<file path="src/rtl/reg_status_file.sv">
// Purpose: architectural integer register file with per-register rename status (busy + ROB tag).
// Latency: reads are combinational (zero cycles) with commit forwarding; commit/issue update on the next rising edge.
// Backpressure: none generated; rdy_in=0 freezes all state while reads stay live.
//
// Ports:
//   clk_in, rst_in              clock, asynchronous active-low reset
//   rdy_in                      global ready; when low, no state changes
//   clear_in                    ROB flush; drops all rename state (busy bits)
//   commit_en/tag/rd/val        ROB commit bus (register-writing commits)
//   issue_en/rd/tag             rename of a destination register by the issue stage
//   rs1_addr, rs2_addr          source lookups
//   rsN_busy/tag/val            lookup result: wait on tag when busy, else use val
module reg_status_file #(
    parameter int XLEN    = 32,
    parameter int REG_NUM = 32,
    parameter int REG_AW  = 5,
    parameter int TAG_W   = 5
) (
    input  logic              clk_in,
    input  logic              rst_in,
    input  logic              rdy_in,
    input  logic              clear_in,
    input  logic              commit_en,
    input  logic [TAG_W-1:0]  commit_tag,
    input  logic [REG_AW-1:0] commit_rd,
    input  logic [XLEN-1:0]   commit_val,
    input  logic              issue_en,
    input  logic [REG_AW-1:0] issue_rd,
    input  logic [TAG_W-1:0]  issue_tag,
    input  logic [REG_AW-1:0] rs1_addr,
    input  logic [REG_AW-1:0] rs2_addr,
    output logic              rs1_busy,
    output logic [TAG_W-1:0]  rs1_tag,
    output logic [XLEN-1:0]   rs1_val,
    output logic              rs2_busy,
    output logic [TAG_W-1:0]  rs2_tag,
    output logic [XLEN-1:0]   rs2_val
);

    logic [XLEN-1:0]  val_q  [REG_NUM];
    logic [TAG_W-1:0] tag_q  [REG_NUM];
    logic [REG_NUM-1:0] busy_q;

    logic commit_wr;
    logic issue_wr;

    // x0 is never written or renamed, so entry 0 keeps its reset value forever.
    assign commit_wr = commit_en && (commit_rd != '0);
    assign issue_wr  = issue_en && (issue_rd != '0) && !clear_in;

    always_ff @(posedge clk_in or negedge rst_in) begin
        if (!rst_in) begin
            for (int i = 0; i < REG_NUM; i++) begin
                val_q[i] <= '0;
                tag_q[i] <= '0;
            end
            busy_q <= '0;
        end else if (rdy_in) begin
            if (commit_wr) begin
                val_q[commit_rd] <= commit_val;
                // Only the rename this commit belongs to may release the register;
                // a younger rename keeps it busy.
                if (busy_q[commit_rd] && (tag_q[commit_rd] == commit_tag)) begin
                    busy_q[commit_rd] <= 1'b0;
                end
            end
            if (clear_in) begin
                busy_q <= '0;
            end else if (issue_wr) begin
                // Placed after the commit update so a same-cycle rename of the
                // committing register wins and leaves it busy on the new tag.
                busy_q[issue_rd] <= 1'b1;
                tag_q[issue_rd]  <= issue_tag;
            end
        end
    end

    // Lookups forward a matching commit but never a same-cycle issue; the issue
    // stage resolves dependencies inside its own bundle.
    always_comb begin
        rs1_busy = busy_q[rs1_addr];
        rs1_tag  = tag_q[rs1_addr];
        rs1_val  = val_q[rs1_addr];
        if (rs1_addr == '0) begin
            rs1_busy = 1'b0;
            rs1_val  = '0;
        end else if (busy_q[rs1_addr] && commit_en && (commit_rd == rs1_addr)
                     && (commit_tag == tag_q[rs1_addr])) begin
            rs1_busy = 1'b0;
            rs1_val  = commit_val;
        end
    end

    always_comb begin
        rs2_busy = busy_q[rs2_addr];
        rs2_tag  = tag_q[rs2_addr];
        rs2_val  = val_q[rs2_addr];
        if (rs2_addr == '0) begin
            rs2_busy = 1'b0;
            rs2_val  = '0;
        end else if (busy_q[rs2_addr] && commit_en && (commit_rd == rs2_addr)
                     && (commit_tag == tag_q[rs2_addr])) begin
            rs2_busy = 1'b0;
            rs2_val  = commit_val;
        end
    end

endmodule

</file>
<file path="config.mk">
export PLATFORM = sky130hd
export DESIGN_NAME = reg_status_file
export DESIGN_NICKNAME = d
export VERILOG_FILES = /design/src/rtl/reg_status_file.sv
export SDC_FILE = /design/constraint.sdc
export NUM_CORES = 2
export LEC_CHECK = 0
export BUFFER_PORTS_ARGS = -buffer_cell sky130_fd_sc_hd__buf_2
export CAP_MARGIN = 40
export CORE_MARGIN = 3
export CORE_UTILIZATION = 30
export CTS_BUF_LIST = sky130_fd_sc_hd__clkbuf_8
export DETAILED_ROUTE_END_ITERATION = 6
export HOLD_SLACK_MARGIN = 0.12
export SLEW_MARGIN = 20
export SYNTH_ARGS = -nofsm -noshare
export SYNTH_HDL_FRONTEND = slang
export SYNTH_SLANG_ARGS = --single-unit
export TNS_END_PERCENT = 5
</file>
<file path="constraint.sdc">
create_clock -name clk_in -period 9.9 [get_ports clk_in]
set_clock_uncertainty 0.05 [all_clocks]
set_input_delay 0.99 -clock clk_in [delete_from_list [all_inputs] [get_ports clk_in]]
set_output_delay 0.99 -clock clk_in [all_outputs]
set_load 0.05 [all_outputs]
</file>
==> impl_metrics.prom <==
# TYPE chip_impl_metric gauge
chip_impl_info{name="outcome",value="finished, violations left"} 1
chip_impl_info{name="failed_checks",value="DRC"} 1
chip_impl_info{name="crit_top_cell",value="buf_4"} 1
chip_impl_metric{name="die_width",unit="um"} 483
chip_impl_metric{name="synth-edff-count",unit=""} 0
chip_impl_metric{name="clk_transition_reported_paths",unit="ns"} 0.06
chip_impl_metric{name="grt_max_degree",unit=""} 182
chip_impl_metric{name="worstSkewPairLatency",unit="ns"} 0.94
chip_impl_metric{name="post-route-min-period",unit="ns"} 6.63
chip_impl_metric{name="grt_remaining_overflow",unit=""} 0
chip_impl_info{name="worstSetupPathType",value="input pin to output port"} 1
chip_impl_info{name="endpoint_kind",value="output port"} 1
chip_impl_metric{name="synthesis.area",unit="um^2"} 68200
chip_impl_metric{name="dp_hpwl",unit="um"} 142000
chip_impl_info{name="cts_tree",value="done"} 1
chip_impl_metric{name="drt-pass1-iter-count",unit=""} 7
chip_impl_metric{name="cts_made_buffers",unit=""} 197
chip_impl_info{name="synth_top_flop_cell",value="dfrtp_1"} 1
chip_impl_metric{name="core_rows",unit=""} 174
chip_impl_metric{name="holdPathStages",unit=""} 0
chip_impl_metric{name="finalHoldViolations",unit=""} 0
chip_impl_info{name="cts.root.buffer_cell",value="clkbuf_8"} 1
chip_impl_metric{name="finalInstanceArea",unit="um^2"} 76600
chip_impl_metric{name="arrival",unit="ns"} 5.59
chip_impl_metric{name="post_drt_wl_per_cell",unit="um"} 29.9
chip_impl_metric{name="timing.critical_path.buf_inv",unit=""} 5
chip_impl_metric{name="max-slew-margin-rel",unit="%"} 20.2
chip_impl_metric{name="yosysSeqAreaShare",unit="%"} 44.6
chip_impl_info{name="min-delay-path-class",value="register to register"} 1
chip_impl_metric{name="number_of_levels_the_h_tree_was_split_into",unit=""} 4
chip_impl_metric{name="syn_to_final_growth",unit="%"} 12.3
chip_impl_metric{name="cap_viol_max_count",unit=""} 0
chip_impl_metric{name="die-area",unit="um^2"} 233000
chip_impl_info{name="critical-path-top-delay-family",value="buffers and inverters"} 1
chip_impl_info{name="rr_startpoint",value="tag_q[132]$_DFFE_PN0P_"} 1
chip_impl_metric{name="crit_required",unit="ns"} 8.86
chip_impl_info{name="layout_commonest_cell",value="dfrtp_1"} 1
chip_impl_metric{name="yosysWarningCount",unit=""} 0
chip_impl_metric{name="port_buffers",unit=""} 143
chip_impl_info{name="rsz0062_at_grt",value="false"} 1
chip_impl_info{name="path_cells",value="buf_8, buf_4, buf_16, xor2_1, nor4_1, nand3_1, nor3_1, o2111ai_1, nor4_4, buf_4, mux2i_1, buf_2"} 1
chip_impl_metric{name="report.final.slew_viol_count",unit=""} 0
chip_impl_metric{name="fmaxAchievable",unit="MHz"} 151
chip_impl_metric{name="grt_antenna_before_repair",unit=""} 9
chip_impl_metric{name="pwr_density_cell",unit="nW/um^2"} 172
chip_impl_info{name="highest_count_cells_in_the_layout_ignoring_fill_and_taps",value="dfrtp_1 (1216), mux2_2 (1198), mux4_2 (667)"} 1
chip_impl_metric{name="grt_first_pass_wirelength",unit="um"} 334000
chip_impl_metric{name="tns",unit="ns"} 0
chip_impl_info{name="reg2reg_to",value="busy_q[26]$_DFFE_PN0P_"} 1
chip_impl_metric{name="drc",unit=""} 7
chip_impl_metric{name="clockPowerShare",unit="%"} 34.9
chip_impl_metric{name="final_cycle_utilization_of_the_critical_path",unit="%"} 66.9
chip_impl_metric{name="ff2ff_setup_slack",unit="ns"} 7.02
chip_impl_metric{name="grt_pass1_vias",unit=""} 46000
chip_impl_info{name="min_from",value="val_q[999]$_DFFE_PN0P_"} 1
chip_impl_metric{name="post_route_cells_drive_above_1_share",unit="%"} 54.1
chip_impl_metric{name="p_sw",unit="W"} 0.00383
chip_impl_info{name="critPathSlowestCell",value="buf_4"} 1
chip_impl_metric{name="routed_via_density",unit=""} 5.76
chip_impl_metric{name="final_util",unit="%"} 34.0
chip_impl_metric{name="routed_wl",unit="um"} 230000
chip_impl_metric{name="worst-slew-pin-transition",unit="ns"} 1.20
chip_impl_metric{name="syn-mean-instance-area",unit="um^2"} 14.9
chip_impl_info{name="worst_hold_path.endpoint",value="val_q[999]$_DFFE_PN0P_"} 1
chip_impl_metric{name="dr.first_iter.drc_count",unit=""} 4199
chip_impl_metric{name="grtUsageTotal",unit="%"} 19.5
chip_impl_metric{name="ctsLongestPathBuffers",unit=""} 3
chip_impl_metric{name="total_leakage_power",unit="nW"} 33.6
chip_impl_metric{name="core_area",unit="um^2"} 226000
chip_impl_info{name="worst_setup_start_kind",value="input pin"} 1
chip_impl_metric{name="final.hold.worst_slack",unit="ns"} 0.347
chip_impl_metric{name="vdd_drop_max",unit="mV"} 0.138
chip_impl_metric{name="routed-via-count",unit=""} 44300
chip_impl_metric{name="placed_cell_area",unit="um^2"} 72300
chip_impl_metric{name="r2r_cells",unit=""} 8
chip_impl_metric{name="routabilityCongestion",unit=""} 1.01
chip_impl_metric{name="combinationalPowerShare",unit="%"} 19.4
chip_impl_metric{name="power.share.sequential",unit="%"} 45.7
chip_impl_metric{name="yosysUniqueCellTypes",unit=""} 72
chip_impl_metric{name="number_of_top_level_pins",unit=""} 144
chip_impl_metric{name="finalSetupViolCount",unit=""} 0
chip_impl_metric{name="intPower",unit="W"} 0.00932
chip_impl_metric{name="worst-path-max-fanout",unit=""} 67
chip_impl_metric{name="timing.critical_path.slowest_cell_delay",unit="ns"} 0.68
chip_impl_metric{name="synthCells",unit=""} 4565
chip_impl_metric{name="ys_ff_latch",unit=""} 1216
chip_impl_metric{name="floorplan.initialDensity",unit="%"} 30.2
chip_impl_metric{name="power.share.switching",unit="%"} 29.1
chip_impl_metric{name="die_height",unit="um"} 483
chip_impl_metric{name="antenna_left",unit=""} 0
chip_impl_metric{name="nNetsFinal",unit=""} 4603
chip_impl_metric{name="synth_async_sr_flop_share",unit="%"} 100
chip_impl_metric{name="cts_num_sinks",unit=""} 1216
chip_impl_metric{name="synthesis.nets",unit=""} 4633
[what timing repair did]
action                    CTS  global route
hold buffers                1             0
resized for setup           0             0
hold endpoints to repair  117             0
buffers inserted            0             0
[cell type report]
type | instances | area [um^2]
Timing Repair Buffer | 285 | 2590
Sequential cell | 1216 | 30400
Fill cell | 21900 | 149000
Multi-Input combinational cell | 2825 | 35700
Clock inverter | 97 | 651
Antenna cell | 6 | 15.0
Tap cell | 2992 | 3740
Clock buffer | 252 | 3470
Inverter | 10 | 37.5
[synth_stat cells, types with 28 or more instances]
| library cell | instances | share of area, % |
|---|---|---|
| dfrtp_1 | 1216 | 45 |
| mux2_2 | 1198 | 20 |
| mux4_2 | 667 | 22 |
| clkbuf_1 | 317 | 1.7 |
| mux2i_1 | 214 | 3.1 |
| nand2_1 | 130 | 0.72 |
| buf_2 | 103 | 0.76 |
| nor2_1 | 83 | 0.46 |
| a21oi_1 | 80 | 0.59 |
| o21ai_0 | 57 | 0.42 |
| buf_1 | 40 | 0.22 |
| a221oi_1 | 38 | 0.49 |
| nor4_1 | 37 | 0.34 |
| a211oi_2 | 30 | 0.55 |
| nand3_1 | 30 | 0.22 |
| buf_4 | 29 | 0.32 |
| a22oi_1 | 28 | 0.31 |
[stage by stage]
stage	worst slack (ns)	cells	power, W
floorplan	4.36	4565	0.00779
global placement	2.67	7267	0.00851
detailed placement	3.22	7319	0.00862
CTS	3.22	7669	0.0132
global route	3.05	7681	0.0137
finish	3.27	7683	0.0132
[power groups by stage]
stage	sequential, W	combinational, W	clock [W]
2_1_floorplan	0.00592	0.00186	0
3_3_place_gp	0.00603	0.00249	0
3_5_place_dp	0.00608	0.00255	0
4_1_cts	0.00599	0.00256	0.00470
5_1_grt	0.00608	0.00271	0.00490
6_report	0.00601	0.00255	0.00459
[worst max path at each step]
stage	from	end	slack [ns]	depth (start not counted)
6_report	rs1_addr[0]	rs1_val[24]	3.27	12
2_1_floorplan	rs1_addr[0]	rs1_val[0]	4.36	12
5_1_grt	rs1_addr[0]	rs1_val[24]	3.05	12
4_1_cts	rs1_addr[0]	rs1_val[24]	3.22	12
3_5_place_dp	rs1_addr[0]	rs1_val[24]	3.22	12
3_3_place_gp	rs2_addr[2]	rs2_busy	2.67	11
[cell families after synthesis]
kind of cell,synth area share [%]
XOR/XNOR,0.231
AND/OR/NAND/NOR,3.04
flip-flops,44.6
multiplexers,45.4
AO/OA/AOI/OAI,3.26
buffers and inverters,3.50
[state kept, by name, indices dropped and copies added (netlist names)]
signal	count
val_q	1024
tag_q	160
busy_q	32
[layer usage]
layer	up-vias	global-route usage, %	wire [um]
met3	588	3.88	16500
met1	24000	24.5	89600
met5	-	0	0
li1	17700	-	-
met4	0	9.77	12600
met2	1981	32.1	111000
(Power assumes the default switching activity.)
